===== src/rtl/rr_arbiter_8to3.sv =====
// Round-robin arbiter for 8 requesters sharing one resource.
// The winner is reported one-hot and as a 3-bit binary index.
// A grant is held until the requester drops its bit or MAX_HOLD cycles elapse.
// Fairness comes from a priority pointer. The pointer moves past the released
// index on every release or timeout, and never on a grant.
module rr_arbiter_8to3 #(
  parameter int MAX_HOLD = 16
) (
  input  logic       clk_i,
  input  logic       rst_ni,
  input  logic [7:0] req_i,
  output logic [7:0] gnt_o,
  output logic [2:0] gnt_idx_o,
  output logic       gnt_valid_o,
  output logic       timeout_o
);

  typedef enum logic {
    IDLE = 1'b0,
    BUSY = 1'b1
  } state_e;

  // Last hold-count value before a forced release (MAX_HOLD is 1..255).
  localparam logic [7:0] HOLD_LAST = 8'(MAX_HOLD - 1);

  state_e     state_q, state_d;
  logic [2:0] ptr_q, ptr_d;
  logic [7:0] cnt_q, cnt_d;
  logic [7:0] gnt_q, gnt_d;
  logic [2:0] idx_q, idx_d;
  logic       vld_q, vld_d;
  logic       to_q, to_d;

  logic [2:0] win;
  logic [2:0] cand;
  logic       found;
  logic       any_req;
  logic       owner_drop;
  logic       hold_expired;

  assign any_req      = |req_i;
  assign owner_drop   = ~req_i[idx_q];
  assign hold_expired = (cnt_q == HOLD_LAST);

  // Rotating priority search: first set request at or above ptr, wrapping at 8.
  always_comb begin
    win   = '0;
    cand  = '0;
    found = 1'b0;
    for (int k = 0; k < 8; k++) begin
      cand = ptr_q + 3'(k);
      if (!found && req_i[cand]) begin
        win   = cand;
        found = 1'b1;
      end
    end
  end

  // State register.
  always_ff @(posedge clk_i or negedge rst_ni) begin
    if (!rst_ni) begin
      state_q <= IDLE;
    end else begin
      state_q <= state_d;
    end
  end

  // Next-state logic: grant from IDLE on any request; leave BUSY on drop or hold limit.
  always_comb begin
    state_d = state_q;
    case (state_q)
      IDLE: begin
        if (any_req) begin
          state_d = BUSY;
        end
      end
      BUSY: begin
        if (owner_drop || hold_expired) begin
          state_d = IDLE;
        end
      end
      default: state_d = IDLE;
    endcase
  end

  // Output/datapath next values: grant capture, hold counting, release and pointer update.
  always_comb begin
    ptr_d = ptr_q;
    cnt_d = cnt_q;
    gnt_d = gnt_q;
    idx_d = idx_q;
    vld_d = vld_q;
    to_d  = 1'b0;
    case (state_q)
      IDLE: begin
        if (any_req) begin
          gnt_d = 8'b1 << win;
          idx_d = win;
          vld_d = 1'b1;
          cnt_d = '0;
        end else begin
          gnt_d = '0;
          idx_d = '0;
          vld_d = 1'b0;
        end
      end
      BUSY: begin
        if (owner_drop || hold_expired) begin
          // A still-requested grant at the hold limit is a forced release.
          gnt_d = '0;
          idx_d = '0;
          vld_d = 1'b0;
          ptr_d = idx_q + 3'd1;
          to_d  = ~owner_drop;
        end else begin
          cnt_d = cnt_q + 8'd1;
        end
      end
      default: begin
        gnt_d = '0;
        idx_d = '0;
        vld_d = 1'b0;
      end
    endcase
  end

  // Datapath registers: outputs are registered so they clear asynchronously on reset.
  always_ff @(posedge clk_i or negedge rst_ni) begin
    if (!rst_ni) begin
      ptr_q <= '0;
      cnt_q <= '0;
      gnt_q <= '0;
      idx_q <= '0;
      vld_q <= 1'b0;
      to_q  <= 1'b0;
    end else begin
      ptr_q <= ptr_d;
      cnt_q <= cnt_d;
      gnt_q <= gnt_d;
      idx_q <= idx_d;
      vld_q <= vld_d;
      to_q  <= to_d;
    end
  end

  assign gnt_o       = gnt_q;
  assign gnt_idx_o   = idx_q;
  assign gnt_valid_o = vld_q;
  assign timeout_o   = to_q;

endmodule


===== config.mk =====
export PLATFORM = sky130hd
export DESIGN_NAME = rr_arbiter_8to3
export DESIGN_NICKNAME = d
export VERILOG_FILES = /design/src/rtl/rr_arbiter_8to3.sv
export SDC_FILE = /design/constraint.sdc
export NUM_CORES = 1
export LEC_CHECK = 0
export BUFFER_PORTS_ARGS = -buffer_cell sky130_fd_sc_hd__buf_2
export CORE_UTILIZATION = 54
export CTS_CLUSTER_DIAMETER = 200
export DETAILED_ROUTE_END_ITERATION = 8
export HOLD_SLACK_MARGIN = 0.05
export PLACE_DENSITY = 0.85
export SETUP_SLACK_MARGIN = 0.5
export SYNTH_ARGS = -nofsm -noshare
export SYNTH_HDL_FRONTEND = slang
export SYNTH_SLANG_ARGS = --single-unit

===== constraint.sdc =====
create_clock -name clk_i -period 3.42 [get_ports clk_i]
set_input_delay 0.684 -clock clk_i [delete_from_list [all_inputs] [get_ports clk_i]]
set_output_delay 0.684 -clock clk_i [all_outputs]
set_load 0.03 [all_outputs]

After elaboration in Yosys (flattened, before gate mapping). Cells that the tools add are included.

Mux-type cells: 49. Bitwise operators: 2. Equality and inequality tests: 4. Add/subtract/negate cells: 9. Shift operators: 1. Reduce and logical (&&, ||, !) cells: 18. Order comparisons: 9.

Operators by type and width (count): $lt A3 B4 Y1 const B (9); $mux W8 (4); $pmux W8 S2 (2); $mux W3 (10); $bmux W1 S3 (9); $mux W1 (21); $add A3 B3 Y3 const B (4); $add A8 B1 Y8 const B (1); $eq A8 B4 Y1 const B (1); $reduce_or A8 Y1 (1); $shl A1 B3 Y8 const A (1); $logic_and A1 B1 Y1 (7); $logic_not A1 Y1 (7); $add A3 B1 Y3 const B (2); $add A3 B2 Y3 const B (2); $pmux W3 S2 (1); $ne A2 B2 Y1 const B (2); $pmux W1 S2 (2); $reduce_and A2 Y1 (2); $ne A2 B1 Y1 const B (1); $not A1 Y1 (2); $logic_or A1 B1 Y1 (1).

Input bits: 10. Register bits: 25. Output and inout bits: 13. Logic and storage cells: 99.

Longest topological paths before layout. Gate-level depths: netlist of run 1.

Depth in word-level cells: 27. Mapped depth: 12. Gate-level depth less buffers: 9.

Worst setup path after synthesis of run 1. Ideal clock, no wire load.

Path kind: register to register. From: register ptr_q[1]. To: register gnt_q[5] (netlist: gnt_o[5]). Data required time: 3.324 ns. Library setup time: 0.096 ns. Slack: 0.062 ns. Stages on the path, launching flop included: 13. Period minus slack after synthesis: 3.358 ns. Arrival time: 3.263 ns. Buffers on the path: 3. Path through: dfrtp_1 -> buf_2 -> buf_2 -> inv_1 -> ha_1 -> buf_2 -> mux2i_1 -> mux2i_1 -> o211a_1 -> or3_4 -> o211a_1 -> or3_4 -> o31ai_1.

Word-level cells in the longest chain between the ends: 27. Elaborated cells between the ends (all ways): 55. Those cells by class: add/sub: 7; shift: 1; mux: 33; reduce/logical: 14.

Ends and longest elaborated chain: start, declared (line 27) `logic [2:0] ptr_q, ptr_d;`; start signal, assigned (line 137) `ptr_q <= ptr_d;`; parallel branches: the longest is 23 deep, another holds $add A3 B1 Y3; $mux W3 (*) (line 52) `if (!found && req_i[cand]) begin`; $shl A1 B3 Y8 (*) (line 97) `gnt_d = 8'b1 << win;`; $mux W8 (*) (line 96) `if (any_req) begin`; $pmux W8 S2 (*) (line 94) `case (state_q)`; end signal, assigned (line 139) `gnt_q <= gnt_d;`; end, declared (line 29) `logic [7:0] gnt_q, gnt_d;`.

Mark *: on every way between the ends. The select of a mux whose other input is x is not followed. A chain may end at the register's enable or synchronous reset.

Worst setup path in the final report of run 1.
From: register ptr_q[0]. To: register gnt_q[4] (netlist: gnt_o[4]).

The elaborated chain is that of the path after synthesis.

==> impl_metrics.toml, run 1 <==
[synthesis]
yosysUniqueCellTypes = 47
ys_ff_latch = 25
syn-num-nets = 240
synth_top_area_cell = "dfrtp_1"
synth_edf_count = 0
synthCells = 226
synth_area_leaders = "dfrtp_1, mux4_2, mux2i_1, nand2_1, o21ai_0"
synth-seq-area-share = 0.284
syn-cell-area_sq_mm = 0.00221
yosys.area.top_type_share = 0.284
yosysWarnings = 0
syn-mean-instance-area_sq_um = 9.76
async_reset_ff_frac = 1.00
synthFlopType = "dfrtp_1"

[global_route]
grt_pass1_wl_um = 9290
grt_max_degree = 26
grt_pass1_vias = 1938
grt-ovfl-total = 0
antenna_found_initial = 0
grtUsageTotal = 0.283

[final_layout]
regArea_sq_um = 627
fillCellCount = 240
final_cells = 301
multiInputGateArea_sq_mm = 0.00165
final_layout_size_suffix_gt1_frac = 0.383
syn_to_final_growth_pct = 22.5
nNetsFinal = 268
diodes = 0

[detailed_routing]
viasPerCell = 7.01
postRouteAntennaNets = 0
first_iter_violations = 201
first_pass_iters = 5
wl_um = 6180
vias = 2110
post-route-drc-count = 0
wl_per_cell_um = 20.5

[setup_path]
reg2reg_depth = 10
required_ns = 3.59
ff2ff_setup_slack_ns = 0.30
critPathCapture = "gnt_o[4]"
cp-start-kind = "flip-flop"
critPathLaunch = "ptr_q[0]"
cp_max_fo = 8
r2r_start = "ptr_q[0]"
cp.arrival_ns = 3.29
regToRegEndpoint = "gnt_o[4]"
worstSetupPathType = "flip-flop to flip-flop"
endpoint_kind = "flip-flop"

[placed_design]
portBuffers = 22
dp_cells = 281
hpwl_um = 3750
routabilityCongestion = 0.915

[floorplan]
die_w_um = 65.9
start_util = 0.581
core_sq_mm = 0.00380
die-area_sq_mm = 0.00434
die_height_um = 65.9
num_io_pins = 23
rows = 22

[clock_tree]
cts.clk_slew.worst_paths_ns = 0.08
worstSkewPairLatency_ns = 0.26
numCtsBuffers = 3
cts-root-buf = "clkbuf_8"
cts-htree-levels = 1
cts.sinks = 25
cts_tree = "built"
ctsLongestPathBuffers = 2

[timing]
finClkSkew_ns = 0.000907
rsz0062_at_grt = "yes"
setup_viol = 0
drv_slew = 0
tns_ns = 0
holdWs_ns = 0.388
fin_crit_ns = 3.12
final-hold-violation-count = 0
worst_pin_slew_ns = 0.742
fmax_mhz = 320
relSlewSlack = 0.499
fin_crit_sh = 0.913

[outcome]
status = "finished clean"

[worst_hold_path]
hold_path.class = "input port to async pin"

[job]
max_cap_viol_count = 0
==> final cells by class <==
type / instances / area share
clock buffers: 4 / 0.0167
repair buffers: 42 / 0.111
multi-input cells: 177 / 0.609
flip-flops and latches: 25 / 0.232
well taps: 48 / 0.0222
inverters: 5 / 0.00880
==> timing repair <==
item,CTS,global route
pin swaps,2,4
setup buffers,4,12
hold buffers,0,0
setup endpoints to repair,6,11
gates resized for setup,24,20
==> cell usage after synthesis, drive strengths merged, types with 3 or more instances <==
cell type	instances
nand3	6
nor2b	3
xor2	7
a21oi	7
nand2	27
clkbuf	10
inv	5
mux2i	22
nor4	4
o31ai	8
o2111ai	4
mux2	6
buf	9
dfrtp	25
nand4	4
nor3b	3
ha	4
mux4	15
o211ai	3
nor3	3
nor2	10
xnor2	3
or3	3
o21ai	14
==> critical path: stages (launching register included) <==
cell and delay [ns]:
dfrtp_2 0.42, clkinv_4 0.11, ha_4 0.35, buf_8 0.16
buf_4 0.11, mux4_2 0.36, a21oi_1 0.21, nor2_1 0.08
o311ai_0 0.63, a22oi_2 0.30, o31ai_1 0.30
==> metal layers <==
layer,GRT usage,vias to the layer above,part of all wire
li1,-,913,-
met1,0.377,1016,0.39
met2,0.469,142,0.49
met3,0.0466,39,0.079
met4,0.0924,0,0.049
met5,0,-,0
==> logic make-up (layout without fill, tap and decap cells) <==
group / count (synthesis) / count (layout) / share of synthesized area
AOI/OAI and AO/OA: 50 / 50 / 0.155
xor gates and xnor gates: 10 / 10 / 0.0465
adders and majority gates: 4 / 4 / 0.0227
buffers and inverters: 24 / 51 / 0.0476
DFF: 25 / 25 / 0.284
muxes: 43 / 43 / 0.285
and+or+nand+nor: 70 / 70 / 0.159
==> flip-flops by register name, indices dropped and copies added, names as in the netlist <==
register	count
ptr_q	3
gnt_idx_o	3
gnt_o	8
state_q	1
cnt_q	8
gnt_valid_o	1
timeout_o	1
==> worst min path at each step <==
| stage | start | endpoint | cells after the start |
|---|---|---|---|
| after CTS | rst_ni | gnt_o[0] | 1 |
| after floorplan | rst_ni | cnt_q[0] | 0 |
| after global placement | gnt_o[3] | gnt_o[3] | 2 |
| after detailed placement | gnt_valid_o | gnt_valid_o | 2 |
| final | rst_ni | gnt_o[0] | 1 |
| after global routing | rst_ni | gnt_o[0] | 1 |
==> placed cells by master, fill, tap and decap left out, types with 4 or more instances in the layout <==
master / synthesis / routed
a21oi_1: 7 / 7
buf_2: 6 / 22
buf_4: 0 / 16
dfrtp_1: 25 / 24
mux2_2: 5 / 5
mux2i_1: 22 / 14
mux2i_4: 0 / 6
mux4_2: 15 / 15
nand2_1: 27 / 27
nand3_1: 6 / 4
nand4_1: 4 / 4
nor2_1: 10 / 10
o2111ai_1: 4 / 4
o21ai_0: 12 / 12
o31ai_2: 0 / 5
xor2_1: 5 / 5
==> per-stage QoR <==
step	setup slack [ns]	cell area, sq um	utilization
floorplan	0.434	2240	-
global placement	0.454	2330	0.614
detailed placement	0.357	2330	0.614
CTS	0.509	2530	0.665
global route	0.205	2700	0.711
finish	0.297	2700	0.711
Power of run 1 is not shown: default switching activity piles up to over one toggle a cycle in this logic, so the estimate is an artifact.
==> inputs of run 2 (changes only) <==
--- a/config.mk
+++ b/config.mk
@@ -6,11 +6,11 @@
 export NUM_CORES = 1
 export LEC_CHECK = 0
 export BUFFER_PORTS_ARGS = -buffer_cell sky130_fd_sc_hd__buf_2
-export CORE_UTILIZATION = 54
+export CORE_UTILIZATION = 40
 export CTS_CLUSTER_DIAMETER = 200
 export DETAILED_ROUTE_END_ITERATION = 8
 export HOLD_SLACK_MARGIN = 0.05
-export PLACE_DENSITY = 0.85
+export PLACE_DENSITY = 0.68
 export SETUP_SLACK_MARGIN = 0.5
 export SYNTH_ARGS = -nofsm -noshare
 export SYNTH_HDL_FRONTEND = slang
==> impl_metrics.toml, run 2 (synthesis gave the netlist of run 1 again) <==
[floorplan]
num_io_pins = 23
die-area_sq_mm = 0.00582
core_sq_mm = 0.00520
die_height_um = 76.3
start_util = 0.424
rows = 26
die_w_um = 76.3

[detailed_routing]
post-route-drc-count = 0
wl_um = 5450
viasPerCell = 6.15
first_iter_violations = 120
wl_per_cell_um = 17.5
first_pass_iters = 4
vias = 1912
postRouteAntennaNets = 0

[final_layout]
syn_to_final_growth_pct = 16.4
nNetsFinal = 256
mostFrequentLayoutCells = "nand2_1, dfrtp_1, buf_2, mux4_2, mux2i_1"
diodes = 0
final_layout_size_suffix_gt1_frac = 0.340
final_cells = 311
final_common_cell = "nand2_1"
final_util = 0.493

[job]
max_cap_viol_count = 0

[timing]
setup_viol = 0
final-hold-violation-count = 0
finClkSkew_ns = 0.00300
fmax_mhz = 342
rsz0062_at_grt = "yes"
fin_crit_sh = 0.855
fin_crit_ns = 2.92
tns_ns = 0
relSlewSlack = 0.569
drv_slew = 0
worst_pin_slew_ns = 0.646

[setup_path]
worstSetupPathType = "flip-flop to flip-flop"
cp.arrival_ns = 3.11
regToRegEndpoint = "gnt_o[3]"
worstPathCellList = "inv_4 -> ha_4 -> buf_8 -> mux2i_4 -> mux2i_1 -> o22a_1 -> or3_4 -> o211a_1 -> or3_4 -> o31ai_2"
crit_slowest_cell = "dfrtp_2"
cp_slowest_stage_delay_ns = 0.42
reg2reg_depth = 10
ff2ff_setup_slack_ns = 0.50
cp-start-kind = "flip-flop"
path_buf_inv = 2
critical-path-top-delay-family = "simple AND/OR/NAND/NOR gates"
timing.critical_path.mode_cell = "or3_4"
cp_max_fo = 10
required_ns = 3.60
r2r_start = "ptr_q[0]"
endpoint_kind = "flip-flop"

[placed_design]
dp_cells = 303
routabilityCongestion = 0.923
portBuffers = 22
hpwl_um = 3770

[global_route]
grt-ovfl-total = 0
grt_pass1_vias = 1783
grt_pass1_wl_um = 8630
grt_max_degree = 26
grtUsageTotal = 0.182
antenna_found_initial = 0

[clock_tree]
ctsLongestPathBuffers = 2
worstSkewPairLatency_ns = 0.27
cts_tree = "built"
holdBufCountCts = 0
cts.sinks = 25
cts-htree-levels = 1
cts.clk_slew.worst_paths_ns = 0.08
numCtsBuffers = 3
cts-root-buf = "clkbuf_8"

[power_and_ir_drop]
p_leak_nw = 1.04
peakVddDrop_mv = 0.425
powerDensity_mw_per_mm2 = 1140

[worst_hold_path]
hold_path.class = "input port to async pin"

[outcome]
status = "finished clean"
## run 2: what timing repair did
item | 4_1_cts | 5_1_grt
pin swaps | 1 | 3
endpoints found under the setup margin | 5 | 10
endpoints found under the hold margin | 0 | 0
gates cloned | 0 | 0
setup buffers | 2 | 2
resized for setup | 15 | 19
## run 2: power by group
part	total, W	internal, W	switching [W]
clock network	0.000172	0.0000814	0.0000908
registers	0.000486	0.000386	0.000100
logic	0.00226	0.00102	0.00124
## run 2: layout make-up
cell class,instances,area [sq um]
Inverter,5,21.3
Clock buffer,3,41.3
Fill cell,492,2640
Clock inverter,1,5.00
Tap cell,70,87.6
Sequential cell,25,628
Timing Repair Buffer,30,198
Multi-Input combinational cell,177,1590
## run 2: how the worst max path moves through the flow
stage | startpoint | depth (start not counted) | endpoint | slack [ns]
floorplan | ptr_q[1] | 12 | gnt_o[5] | 0.43
global placement | req_i[1] | 7 | gnt_o[7] | 0.44
global route | ptr_q[0] | 9 | gnt_o[1] | 0.34
CTS | ptr_q[0] | 10 | gnt_o[3] | 0.49
finish | ptr_q[0] | 10 | gnt_o[3] | 0.50
detailed placement | req_i[1] | 7 | gnt_o[3] | 0.40
## run 2: metrics by stage
step	instance area, sq um	hold slack, ns	setup WS (ns)	power, W
after floorplan	2240	0.388	0.434	0.00206
after CTS	2460	0.407	0.491	0.00269
after global routing	2570	0.432	0.338	0.00313
final	2570	0.399	0.498	0.00292
after detailed placement	2360	0.463	0.399	0.00241
after global placement	2360	0.459	0.442	0.00238
## run 2: routing by layer
layer,vias up,part of all wire,track usage
met5,-,0,0
met4,0,0.018,0.0538
met3,12,0.054,0.0275
met2,80,0.51,0.302
met1,927,0.42,0.245
li1,893,-,-
(Power assumes the default switching activity.)
==> inputs of run 3 (changes only) <==
==> constraint.sdc (replaced) <==
create_clock -name clk_i -period 3.42 [get_ports clk_i]
set_input_delay 0.342 -clock clk_i [delete_from_list [all_inputs] [get_ports clk_i]]
set_output_delay 0.342 -clock clk_i [all_outputs]
set_load 0.03 [all_outputs]
==> impl_metrics.toml, run 3 (synthesis gave the netlist of run 1 again) <==
[timing]
finClkSkew_ns = 0.00209
rsz0062_at_grt = "yes"
fin_crit_sh = 0.850
holdWs_ns = 0.0477
worst_pin_slew_ns = 0.621
relSlewSlack = 0.575
setup_viol = 0
tns_ns = 0
fin_crit_ns = 2.91
drv_slew = 0
final-hold-violation-count = 0
fmax_mhz = 344

[global_route]
grt_pass1_vias = 1880
grt_max_degree = 26
grt_pass1_wl_um = 9200
grtUsageTotal = 0.194
grt-ovfl-total = 0
antenna_found_initial = 0

[placed_design]
portBuffers = 22
hpwl_um = 3870
routabilityCongestion = 0.938

[power_and_ir_drop]
p_leak_nw = 1.06
peakVddDrop_mv = 0.390
powerDensity_mw_per_mm2 = 1130

[floorplan]
die_height_um = 76.3
rows = 26
die-area_sq_mm = 0.00582
die_w_um = 76.3
num_io_pins = 23
core_sq_mm = 0.00520
start_util = 0.424

[outcome]
status = "finished clean"

[final_layout]
final_layout_size_suffix_gt1_frac = 0.324
syn_to_final_growth_pct = 17.3
diodes = 0
final_common_cell = "nand2_1"
mostFrequentLayoutCells = "nand2_1, dfrtp_1, buf_2, mux2i_1, mux4_2"
nNetsFinal = 262
final_util = 0.497

[detailed_routing]
vias = 1884
viasPerCell = 5.94
wl_per_cell_um = 17.5
post-route-drc-count = 0
first_iter_violations = 123
first_pass_iters = 4
postRouteAntennaNets = 0
wl_um = 5550

[clock_tree]
cts.sinks = 25
cts.clk_slew.worst_paths_ns = 0.08
cts-root-buf = "clkbuf_8"
cts-htree-levels = 1
worstSkewPairLatency_ns = 0.27
numCtsBuffers = 3
ctsLongestPathBuffers = 2
cts_tree = "built"

[worst_hold_path]
hold_path.class = "input port to async pin"

[setup_path]
endpoint_kind = "flip-flop"
cp-start-kind = "flip-flop"
cp.arrival_ns = 3.09
cp_max_fo = 6
worstSetupPathType = "flip-flop to flip-flop"
required_ns = 3.60

[job]
max_cap_viol_count = 0
[run 3: changes by cell type in the layout (fill, tap and decap cells not counted), sizes merged]
| cell | previous run | this run |
|---|---|---|
| buf | 30 | 36 |
[run 3: metrics by stage]
stage / setup WS, ns / instance area (sq um) / total power [W] / instances
6_report: 0.513 / 2590 / 0.00292 / 317
5_1_grt: 0.432 / 2590 / 0.00312 / 317
4_1_cts: 0.519 / 2530 / 0.00280 / 315
3_5_place_dp: 0.418 / 2370 / 0.00243 / 304
3_3_place_gp: 0.544 / 2370 / 0.00239 / 304
2_1_floorplan: 0.434 / 2240 / 0.00206 / 226
[run 3: path summary, 6_finish.rpt]
kind / start / end / slack, ns / cells past startpoint
min: rst_ni / gnt_o[0] / 0.05 / 1
max reg2reg: ptr_q[0] / gnt_o[3] / 0.51 / 10
min reg2reg: gnt_o[0] / gnt_o[0] / 0.48 / 2
min in group clk_i: gnt_o[0] / gnt_o[0] / 0.48 / 2
max in group asynchronous: rst_ni / ptr_q[2] / 2.98 / 1
max: ptr_q[0] / gnt_o[3] / 0.51 / 10
[run 3: area by class of cell]
class                   instances  area, sq um
clock inverters                 1         5.00
clock buffers                   3         41.3
flip-flops and latches         25          627
multi-input cells             177         1580
well taps                      70         87.6
repair buffers                 36          226
inverters                       5         21.3
fillers                       505         2620
[run 3: worst max-delay path: stages (launching register included)]
cell and delay (ns):
dfrtp_1 0.44, inv_4 0.06, ha_4 0.33, buf_8 0.15, mux2i_4 0.27, mux2i_1 0.12, o22a_1 0.23, or3_4 0.36
o211a_1 0.25, or3_4 0.41, o31ai_1 0.20
[run 3: per-layer routing]
layer	share of wire	vias to the layer above	track usage	routed length, um
li1	-	900	-	-
met1	0.44	929	0.263	2470
met2	0.50	51	0.326	2790
met3	0.046	4	0.0323	253
met4	0.0079	0	0.0404	44
met5	0	-	0	0
[run 3: what timing repair did]
item / CTS / global route
gates cloned: 0 / 0
hold buffers: 0 / 0
gates resized for setup: 14 / 8
buffers inserted: 7 / 2
pin swaps: 2 / 1
setup endpoints to repair: 7 / 8
[run 3: power by group]
group / leakage [nW] / total (W) / switching (W) / internal (W)
clock: 0.0255 / 0.000174 / 0.0000926 / 0.0000815
sequential: 0.331 / 0.000476 / 0.0000909 / 0.000385
combinational: 0.708 / 0.00227 / 0.00124 / 0.00103
